## src/rtl/vga_tile_ctrl.sv

```systemverilog
// rtl/vga_tile_ctrl.sv - tiled-framebuffer VGA scan-out with direct RGB222 or 16-entry palette colour
module vga_tile_ctrl #(
   parameter int          VGA_BITS  = 8,
   parameter int          H_ACTIVE  = 640,
   parameter int          H_FP      = 16,
   parameter int          H_SYNC    = 96,
   parameter int          H_BP      = 48,
   parameter int          V_ACTIVE  = 480,
   parameter int          V_FP      = 10,
   parameter int          V_SYNC    = 2,
   parameter int          V_BP      = 33,
   parameter int          SYNC_NEG  = 1,
   parameter int          TILE_LOG2 = 4,
   parameter logic [31:0] FB_BASE   = 32'h0,
   parameter int          RD_LAT    = 1
) (
   input  logic                clk,
   input  logic                reset,
   input  logic [31:0]         vdata,
   output logic [31:0]         vaddr,
   input  logic                mode,
   input  logic                pal_we,
   input  logic [3:0]          pal_addr,
   input  logic [11:0]         pal_wdata,
   output logic [VGA_BITS-1:0] VGA_R,
   output logic [VGA_BITS-1:0] VGA_G,
   output logic [VGA_BITS-1:0] VGA_B,
   output logic                VGA_HS_O,
   output logic                VGA_VS_O,
   output logic                de,
   output logic                vblank_irq,
   output logic [15:0]         frame_count
);

   localparam int H_TOTAL = H_ACTIVE + H_FP + H_SYNC + H_BP;
   localparam int V_TOTAL = V_ACTIVE + V_FP + V_SYNC + V_BP;
   localparam int HW      = $clog2(H_TOTAL);
   localparam int VW      = $clog2(V_TOTAL);
   localparam int TILE    = 1 << TILE_LOG2;
   localparam int COLS    = (H_ACTIVE + TILE - 1) >> TILE_LOG2;
   localparam int SW      = 6;

   localparam logic [HW-1:0] H_LAST = HW'(H_TOTAL - 1);
   localparam logic [VW-1:0] V_LAST = VW'(V_TOTAL - 1);
   localparam logic [HW-1:0] H_ACT  = HW'(H_ACTIVE);
   localparam logic [VW-1:0] V_ACT  = VW'(V_ACTIVE);
   localparam logic [HW-1:0] HS_BEG = HW'(H_ACTIVE + H_FP);
   localparam logic [HW-1:0] HS_END = HW'(H_ACTIVE + H_FP + H_SYNC - 1);
   localparam logic [VW-1:0] VS_BEG = VW'(V_ACTIVE + V_FP);
   localparam logic [VW-1:0] VS_END = VW'(V_ACTIVE + V_FP + V_SYNC - 1);
   localparam logic          SYNC_INV = (SYNC_NEG != 0);

   logic [HW-1:0]  hcount;
   logic [VW-1:0]  vcount;
   logic           mode_lat;
   logic           at_origin;
   logic           active;
   logic           hs_act;
   logic           vs_act;
   logic           mode_eff;
   logic [HW-1:0]  col;
   logic [VW-1:0]  row;
   logic [31:0]    tile_off;
   logic [SW-1:0]  stage_in;
   logic [SW-1:0]  stage_tap;
   logic           tap_mode;
   logic           tap_de;
   logic           tap_hs;
   logic           tap_vs;
   logic [1:0]     tap_sel;
   logic [11:0]    pal [16];
   logic [7:0]     pix_byte;
   logic [11:0]    pal_entry;
   logic [VGA_BITS-1:0] r_nx;
   logic [VGA_BITS-1:0] g_nx;
   logic [VGA_BITS-1:0] b_nx;
   logic           pix_unused;

   always_ff @(posedge clk) begin
      if (reset) begin
         hcount      <= '0;
         vcount      <= '0;
         frame_count <= '0;
         mode_lat    <= 1'b0;
      end else begin
         if (hcount == H_LAST) begin
            hcount <= '0;
            if (vcount == V_LAST) begin
               vcount      <= '0;
               frame_count <= frame_count + 16'd1;
            end else begin
               vcount <= vcount + VW'(1);
            end
         end else begin
            hcount <= hcount + HW'(1);
         end
         if (at_origin) mode_lat <= mode;
      end
   end

   assign at_origin = (hcount == '0) && (vcount == '0);
   assign active    = (hcount < H_ACT) && (vcount < V_ACT);
   assign hs_act    = (hcount >= HS_BEG) && (hcount <= HS_END);
   assign vs_act    = (vcount >= VS_BEG) && (vcount <= VS_END);

   // The origin pixel must already use the freshly sampled mode.
   assign mode_eff  = at_origin ? mode : mode_lat;

   assign col      = hcount >> TILE_LOG2;
   assign row      = vcount >> TILE_LOG2;
   assign tile_off = 32'(row) * 32'(COLS) + 32'(col);
   assign vaddr    = active ? (FB_BASE + tile_off) : FB_BASE;

   assign stage_in = {mode_eff, active, hs_act, vs_act, (active ? tile_off[1:0] : 2'b00)};

   // Control bits ride alongside the memory read so they meet the returning byte.
   generate
      if (RD_LAT == 0) begin : g_nolat
         assign stage_tap = stage_in;
      end else begin : g_lat
         logic [SW-1:0] dly [RD_LAT];
         always_ff @(posedge clk) begin
            if (reset) begin
               for (int i = 0; i < RD_LAT; i++) dly[i] <= '0;
            end else begin
               dly[0] <= stage_in;
               for (int i = 1; i < RD_LAT; i++) dly[i] <= dly[i-1];
            end
         end
         assign stage_tap = dly[RD_LAT-1];
      end
   endgenerate

   assign {tap_mode, tap_de, tap_hs, tap_vs, tap_sel} = stage_tap;

   always_ff @(posedge clk) begin
      if (reset) begin
         for (int i = 0; i < 16; i++) pal[i] <= '0;
      end else if (pal_we) begin
         pal[pal_addr] <= pal_wdata;
      end
   end

   always_comb begin
      pix_byte = 8'h00;
      case (tap_sel)
         2'd0:    pix_byte = vdata[31:24];
         2'd1:    pix_byte = vdata[23:16];
         2'd2:    pix_byte = vdata[15:8];
         default: pix_byte = vdata[7:0];
      endcase
      pal_entry = pal[pix_byte[3:0]];
      r_nx = '0;
      g_nx = '0;
      b_nx = '0;
      if (tap_de) begin
         if (tap_mode) begin
            r_nx = VGA_BITS'(pal_entry[11:8]) << (VGA_BITS - 4);
            g_nx = VGA_BITS'(pal_entry[7:4])  << (VGA_BITS - 4);
            b_nx = VGA_BITS'(pal_entry[3:0])  << (VGA_BITS - 4);
         end else begin
            r_nx = VGA_BITS'(pix_byte[5:4]) << (VGA_BITS - 2);
            g_nx = VGA_BITS'(pix_byte[3:2]) << (VGA_BITS - 2);
            b_nx = VGA_BITS'(pix_byte[1:0]) << (VGA_BITS - 2);
         end
      end
   end

   assign pix_unused = ^pix_byte[7:6];

   always_ff @(posedge clk) begin
      if (reset) begin
         VGA_R      <= '0;
         VGA_G      <= '0;
         VGA_B      <= '0;
         de         <= 1'b0;
         VGA_HS_O   <= SYNC_INV;
         VGA_VS_O   <= SYNC_INV;
         vblank_irq <= 1'b0;
      end else begin
         VGA_R      <= r_nx;
         VGA_G      <= g_nx;
         VGA_B      <= b_nx;
         de         <= tap_de;
         VGA_HS_O   <= tap_hs ^ SYNC_INV;
         VGA_VS_O   <= tap_vs ^ SYNC_INV;
         // Frame interrupt is taken straight from the counters, not the pixel pipe.
         vblank_irq <= (hcount == '0) && (vcount == V_ACT);
      end
   end

endmodule

```

## config.mk

```make
export PLATFORM = sky130hd
export DESIGN_NAME = vga_tile_ctrl
export DESIGN_NICKNAME = d
export VERILOG_FILES = /design/src/rtl/vga_tile_ctrl.sv
export SDC_FILE = /design/constraint.sdc
export NUM_CORES = 1
export LEC_CHECK = 0
export CORE_MARGIN = 8
export CORE_UTILIZATION = 52
export CTS_BUF_LIST = sky130_fd_sc_hd__clkbuf_4 sky130_fd_sc_hd__clkbuf_8 sky130_fd_sc_hd__clkbuf_16
export DETAILED_ROUTE_END_ITERATION = 10
export PLACE_DENSITY = 0.77
export SETUP_SLACK_MARGIN = 0.1
export SLEW_MARGIN = 20
export SYNTH_ARGS = -nofsm -noshare
export SYNTH_HDL_FRONTEND = slang
export SYNTH_SLANG_ARGS = --single-unit
```

## constraint.sdc

```tcl
create_clock -name clk -period 2.7 [get_ports clk]
set_input_delay 0.405 -clock clk [delete_from_list [all_inputs] [get_ports clk]]
set_output_delay 0.405 -clock clk [all_outputs]
set_load 0.005 [all_outputs]
```

==> results of run 1 <==
-- power breakdown --
part	internal [W]	switching (W)	leakage, nW
sequential	0.00432	0.0000592	2.30
clock	0.00221	0.00148	0.464
combinational	0.000261	0.000347	3.00
total	0.00679	0.00189	5.77
-- path summary, 6_finish.rpt --
path | to | cells after the start
setup / recovery | vaddr[10] | 10
hold / removal | VGA_VS_O$_SDFF_PP1_ | 1
setup reg to reg | VGA_R[7]$_SDFF_PP0_ | 6
hold reg to reg | VGA_VS_O$_SDFF_PP1_ | 1
-- flip-flops by register name, summed over array words and instances (netlist names) --
register and flops:
VGA_R 4, vcount 10, VGA_VS_O 1, VGA_B 4
hcount 10, vblank_irq 1, pal 192, VGA_HS_O 1
de 1, g_lat.dly 5, frame_count 16, mode_lat 1
VGA_G 4
-- per-stage QoR --
step | setup TNS (ns) | instances
final | -1.46 | 1456
after global routing | -1.81 | 1456
after CTS | -1.70 | 1452
after detailed placement | -1.54 | 1398
after global placement | -0.934 | 1398
after floorplan | 0 | 1026
-- placed cells by master, fill, tap and decap left out, types with 8 or more instances in the layout --
cell	count
and2_1	204
edfxtp_1	192
mux2i_1	82
clkdlybuf4s50_1	75
buf_4	59
nor2_1	57
dfxtp_1	53
nand2_1	32
conb_1	32
clkbuf_16	29
a22oi_1	24
nand3_1	19
xor2_1	19
or2_2	17
nand4_1	13
clkbuf_4	12
a21oi_1	11
inv_1	10
nor2b_1	10
nor3_1	10
xnor2_1	9
nand2b_1	9
mux4_2	9
o21ai_0	8
ha_1	8
-- what timing repair did --
item                       CTS  global route
setup buffers                4             6
resized for setup           45            18
pin swaps                   11            11
setup endpoints to repair   12            14
-- per-layer routing --
layer / GRT usage (%) / wire, um
met1: 24.9 / 12000
met2: 33.8 / 13900
met3: 3.89 / 1710
met4: 5.67 / 746
met5: 0 / 0
-- kinds of logic after synthesis --
kind of cell             share of synthesized area, %
AND/OR/NAND/NOR                                  19.4
flip-flops                                       57.0
buffers and inverters                            4.57
multiplexers                                     10.5
AO/OA/AOI/OAI                                    4.15
XOR/XNOR                                         2.31
adder cells (fa/ha/maj)                          1.98
other                                          0.0309
-- layout make-up --
type	instances	area, um^2	area share, %
clock inverter	5	40.0	0.272
timing repair buffer	155	1420	9.69
tap	319	399	2.72
clock buffer	45	871	5.93
multi-input combinational	669	4980	33.9
inverter	13	48.8	0.332
sequential	250	6940	47.2
-- critical path, cell delays in order, from the launching register on --
cell and delay [ns]:
dfxtp_4 0.36, ha_4 0.27, ha_4 0.13, inv_2 0.04
fa_2 0.39, xnor2_4 0.19, nand2b_4 0.07, or3b_4 0.37
a211o_1 0.26, a21oi_2 0.11, buf_2 0.12
==> results.json, run 1 <==
{
  "outcome": "finished, violations left",
  "violations": "setup timing",
  "cts_htree_levels": 1,
  "arrival_ns": 2.83,
  "clkTransAtPathRegs_ns": 0.06,
  "overflow": 0,
  "dpl_worst_slack_ns": -0.456,
  "power_density_nw_per_um2": 590,
  "synth_top_area_cell": "edfxtp_1",
  "synth_top_area_share_pct": 47.5,
  "hp-class": "flip-flop to flip-flop",
  "synth_edf_count": 192,
  "portBuffers": 87,
  "pin_count": 128,
  "worstPathRequired_ns": 2.30,
  "setup_violations": 4,
  "ys_seq_elements": 250,
  "synth_area_um2": 12100,
  "synth_top_flop_cell": "edfxtp_1",
  "ys_seq_area_share_pct": 57.0,
  "cts_hold_buf": 0,
  "timing.rr.start": "g_lat.dly[0][0]$_SDFF_PP0_",
  "avgViaCountPerCell": 5.37,
  "hpwl_um": 19500,
  "finClkSkew_ns": 0.0129,
  "row_count": 56,
  "clockBufferDepth": 3,
  "n_antenna_cell": 0,
  "cts_root_buf": "clkbuf_16",
  "yosysWarnings": 0,
  "ys_async_sr_fraction_pct": 0,
  "rrSetupSlack_ns": 0.21,
  "dieWidth_um": 169,
  "drt-total-wl_um": 28400,
  "numCtsBuffers": 27,
  "endpoint_kind": "output pin",
  "min_period_over_period_pct": 120,
  "synthCells": 995,
  "synth_cell_type_count": 58,
  "core_area_um2": 23200,
  "grt_max_degree": 32,
  "clk_latency_ns": 0.53,
  "tightestPinTransition_ns": 0.708,
  "post-route-min-period_ns": 3.24,
  "final-max-slew-violation-count": 0,
  "worst-setup-path-type": "flip-flop to output pin",
  "worst_ir_drop_vdd_uv": 438,
  "fin_ws_ns": -0.538,
  "yosys-top-cells-area": "edfxtp_1 47%, and2_1 11%, dfxtp_1 9.6%",
  "finalNetCount": 1186,
  "grt_pass1_vias": 8084,
  "cts_tree": "done",
  "cp_max_fo": 2,
  "fp.dieH_um": 169,
  "area_growth_pct": 21.0,
  "leakagePower_nw": 5.77,
  "antenna_found_initial": 0,
  "syn_avg_cell_area_um2": 12.2,
  "start_util_pct": 52.4,
  "finalHoldViolations": 0,
  "grt_pass1_wl_um": 44300,
  "drt_iter0_drc": 515,
  "drc_errors": 0,
  "gp_congestion": 0.836,
  "fmax_ghz": 0.309,
  "track_usage_pct": 19.7,
  "holdWs_ns": 0.384,
  "vias": 7814,
  "nFillCells": 1744,
  "synth_common_cells": "204 x and2_1, 192 x edfxtp_1, 82 x mux2i_1",
  "utilization_pct": 63.4,
  "synth.most_common_cell": "and2_1",
  "crit_start": "vcount[5]$_SDFFE_PP0N_",
  "antenna_left": 0,
  "min_from": "g_lat.dly[0][2]$_SDFF_PP0_",
  "cts_sinks": 250,
  "finalPower_w": 0.00868,
  "rsz0062_at_grt": "yes",
  "start_kind": "flip-flop",
  "dieArea_um2": 28500,
  "dr.pass1.iters": 5,
  "maxCapViolCount": 0,
  "relSlewSlack_pct": 52.6,
  "wl_per_cell_um": 19.5,
  "drive_above_1_share_pct": 16.9,
  "stdcell_area_um2": 14700,
  "place_area_um2": 13600
}
Note: power is estimated with default switching activity, not from simulation.
==> run 2: changes to the inputs <==
--- a/config.mk
+++ b/config.mk
@@ -5,10 +5,12 @@
 export SDC_FILE = /design/constraint.sdc
 export NUM_CORES = 1
 export LEC_CHECK = 0
+export ABC_AREA = 0
 export CORE_MARGIN = 8
 export CORE_UTILIZATION = 52
 export CTS_BUF_LIST = sky130_fd_sc_hd__clkbuf_4 sky130_fd_sc_hd__clkbuf_8 sky130_fd_sc_hd__clkbuf_16
 export DETAILED_ROUTE_END_ITERATION = 10
+export GPL_ROUTABILITY_DRIVEN = 0
 export PLACE_DENSITY = 0.77
 export SETUP_SLACK_MARGIN = 0.1
 export SLEW_MARGIN = 20
==> results of run 2 <==
The final DEF is identical to that of run 1; final timing and power are the same.
==> run 3: changes to the inputs <==
--- a/config.mk
+++ b/config.mk
@@ -7,11 +7,11 @@
 export LEC_CHECK = 0
 export ABC_AREA = 0
 export CORE_MARGIN = 8
-export CORE_UTILIZATION = 52
+export CORE_UTILIZATION = 60
 export CTS_BUF_LIST = sky130_fd_sc_hd__clkbuf_4 sky130_fd_sc_hd__clkbuf_8 sky130_fd_sc_hd__clkbuf_16
 export DETAILED_ROUTE_END_ITERATION = 10
 export GPL_ROUTABILITY_DRIVEN = 0
-export PLACE_DENSITY = 0.77
+export PLACE_DENSITY = 0.84
 export SETUP_SLACK_MARGIN = 0.1
 export SLEW_MARGIN = 20
 export SYNTH_ARGS = -nofsm -noshare
==> constraint.sdc (replaced) <==
create_clock -name clk -period 4 [get_ports clk]
set_input_delay 0.6 -clock clk [delete_from_list [all_inputs] [get_ports clk]]
set_output_delay 0.6 -clock clk [all_outputs]
set_load 0.005 [all_outputs]
==> results.json, run 3 (synthesis gave the netlist of run 1 again) <==
{
  "path_cells": "ha_1, ha_1, inv_1, fa_2, nand2b_4, or3b_2, a211o_1, a21oi_1, dlygate4sd2_1",
  "path_delay_family": "adder cells",
  "post_cts_buffers": 0,
  "numCtsBuffers": 26,
  "finClkSkew_ns": 0.00883,
  "finalHoldViolations": 0,
  "reg2regPathDepth": 6,
  "leakagePower_nw": 5.42,
  "avgViaCountPerCell": 5.78,
  "final_common_cell": "and2_1",
  "timing.rr.start": "g_lat.dly[0][0]$_SDFF_PP0_",
  "antenna_found_initial": 0,
  "wl_per_cell_um": 20.3,
  "relSlewSlack_pct": 50.2,
  "dieWidth_um": 158,
  "overflow": 0,
  "grt_pass1_wl_um": 43200,
  "cp_slowest_stage_delay_ns": 0.46,
  "min_from": "g_lat.dly[0][2]$_SDFF_PP0_",
  "cts_hold_buf": 0,
  "clkTransAtPathRegs_ns": 0.06,
  "vias": 7884,
  "finalPower_w": 0.00579,
  "hpwl_um": 18800,
  "fp.dieH_um": 158,
  "rsz0062_at_grt": "no",
  "grt_pass1_vias": 8069,
  "drc_errors": 0,
  "pin_count": 128,
  "final-max-slew-violation-count": 0,
  "hold_depth": 1,
  "cts_root_buf": "clkbuf_16",
  "antenna_left": 0,
  "maxCapViolCount": 0,
  "rrSetupSlack_ns": 1.09,
  "dr.pass1.iters": 5,
  "outcome": "finished clean",
  "top_regs": "pal: 192 flops, frame_count: 16 flops",
  "cts_tree": "done",
  "finalNetCount": 1143,
  "track_usage_pct": 22.4,
  "cts_htree_levels": 1,
  "place_inst": 1315,
  "crit_buf_inv": 2,
  "n_antenna_cell": 0,
  "drt-total-wl_um": 27700,
  "cp_max_fo": 5,
  "drive_above_1_share_pct": 10.5,
  "power_density_nw_per_um2": 412,
  "row_count": 52,
  "fmax_ghz": 0.266,
  "endpoint_kind": "output pin",
  "clk_latency_ns": 0.52,
  "place_area_um2": 13200,
  "arrival_ns": 3.16,
  "start_util_pct": 60.6,
  "nFillCells": 1396,
  "min_period_over_period_pct": 94.1,
  "cts_sinks": 250,
  "core_area_um2": 20000,
  "clockBufferDepth": 3,
  "area_growth_pct": 15.8,
  "hold-path-endpoint": "VGA_VS_O$_SDFF_PP1_",
  "crit_top_cell": "ha_1",
  "critPathSlowestCell": "fa_2",
  "worstPathRequired_ns": 3.40,
  "fin_cells": 1363,
  "start_kind": "flip-flop",
  "grt_max_degree": 51,
  "largest_reg_flops": 192,
  "hp-class": "flip-flop to flip-flop",
  "portBuffers": 87,
  "tightestPinTransition_ns": 0.747,
  "drt_iter0_drc": 534,
  "utilization_pct": 70.2,
  "dieArea_um2": 25000,
  "stdcell_area_um2": 14100,
  "setup-tns-final_ns": 0,
  "setup_violations": 0,
  "r2r_end": "VGA_R[4]$_SDFF_PP0_",
  "worst_ir_drop_vdd_uv": 320,
  "final_cell_mix": "204 x and2_1, 192 x edfxtp_1, 86 x clkdlybuf4s50_1",
  "worst-setup-path-type": "flip-flop to output pin",
  "post-route-min-period_ns": 3.76,
  "largest-register": "pal"
}
==> run 3: per-layer routing <==
layer / vias up / GRT usage (%) / part of all wire, %
met5: - / 0 / 0
met3: 56 / 5.10 / 8.3
li1: 3632 / - / -
met4: 0 / 7.09 / 3.2
met2: 321 / 38.7 / 49
met1: 3875 / 27.4 / 40
==> run 3: how the worst max path moves through the flow <==
stage | cells after the start | from | slack (ns) | to
3_5_place_dp | 10 | vcount[4]$_SDFFE_PP0N_ | 0.36 | vaddr[10]
6_report | 9 | vcount[7]$_SDFFE_PP0N_ | 0.24 | vaddr[10]
2_1_floorplan | 8 | vcount[5]$_SDFFE_PP0N_ | 0.97 | vaddr[10]
4_1_cts | 9 | vcount[7]$_SDFFE_PP0N_ | 0.21 | vaddr[10]
5_1_grt | 10 | vcount[6]$_SDFFE_PP0N_ | 0.11 | vaddr[10]
3_3_place_gp | 10 | vcount[4]$_SDFFE_PP0N_ | 0.41 | vaddr[10]
==> run 3: report_power, final <==
group,internal (W),switching [W],total [W]
combinational,0.000162,0.000232,0.000394
sequential,0.00291,0.0000412,0.00296
clock,0.00143,0.00100,0.00244
total,0.00451,0.00128,0.00579
==> run 3: repair_timing <==
item | in CTS | in global routing
resized for setup | 5 | 1
setup endpoints to repair | 1 | 1
pin swaps | 0 | 0
==> run 3: cell type report <==
| type | count | area [um^2] | share of cell area (%) |
|---|---|---|---|
| Tap cell | 270 | 338 | 2.40 |
| Inverter | 13 | 48.8 | 0.347 |
| Timing Repair Buffer | 113 | 1060 | 7.57 |
| Clock buffer | 36 | 773 | 5.50 |
| Sequential cell | 250 | 6930 | 49.3 |
| Multi-Input combinational cell | 669 | 4790 | 34.1 |
| Clock inverter | 12 | 110 | 0.783 |
==> run 3: through the flow <==
stage,hold WS (ns),setup slack [ns]
global route,0.412,0.110
global placement,0.389,0.406
finish,0.395,0.236
floorplan,0.356,0.967
detailed placement,0.373,0.359
CTS,0.394,0.215
==> run 3: worst register-to-register path: cells and delay by family (launching register included) <==
kind | cells | cell delay, ns
buffers and inverters | 1 | 0.42
muxes | 2 | 1.27
AOI/OAI and AO/OA | 2 | 0.40
and+or+nand+nor | 1 | 0.16
DFF | 1 | 0.56
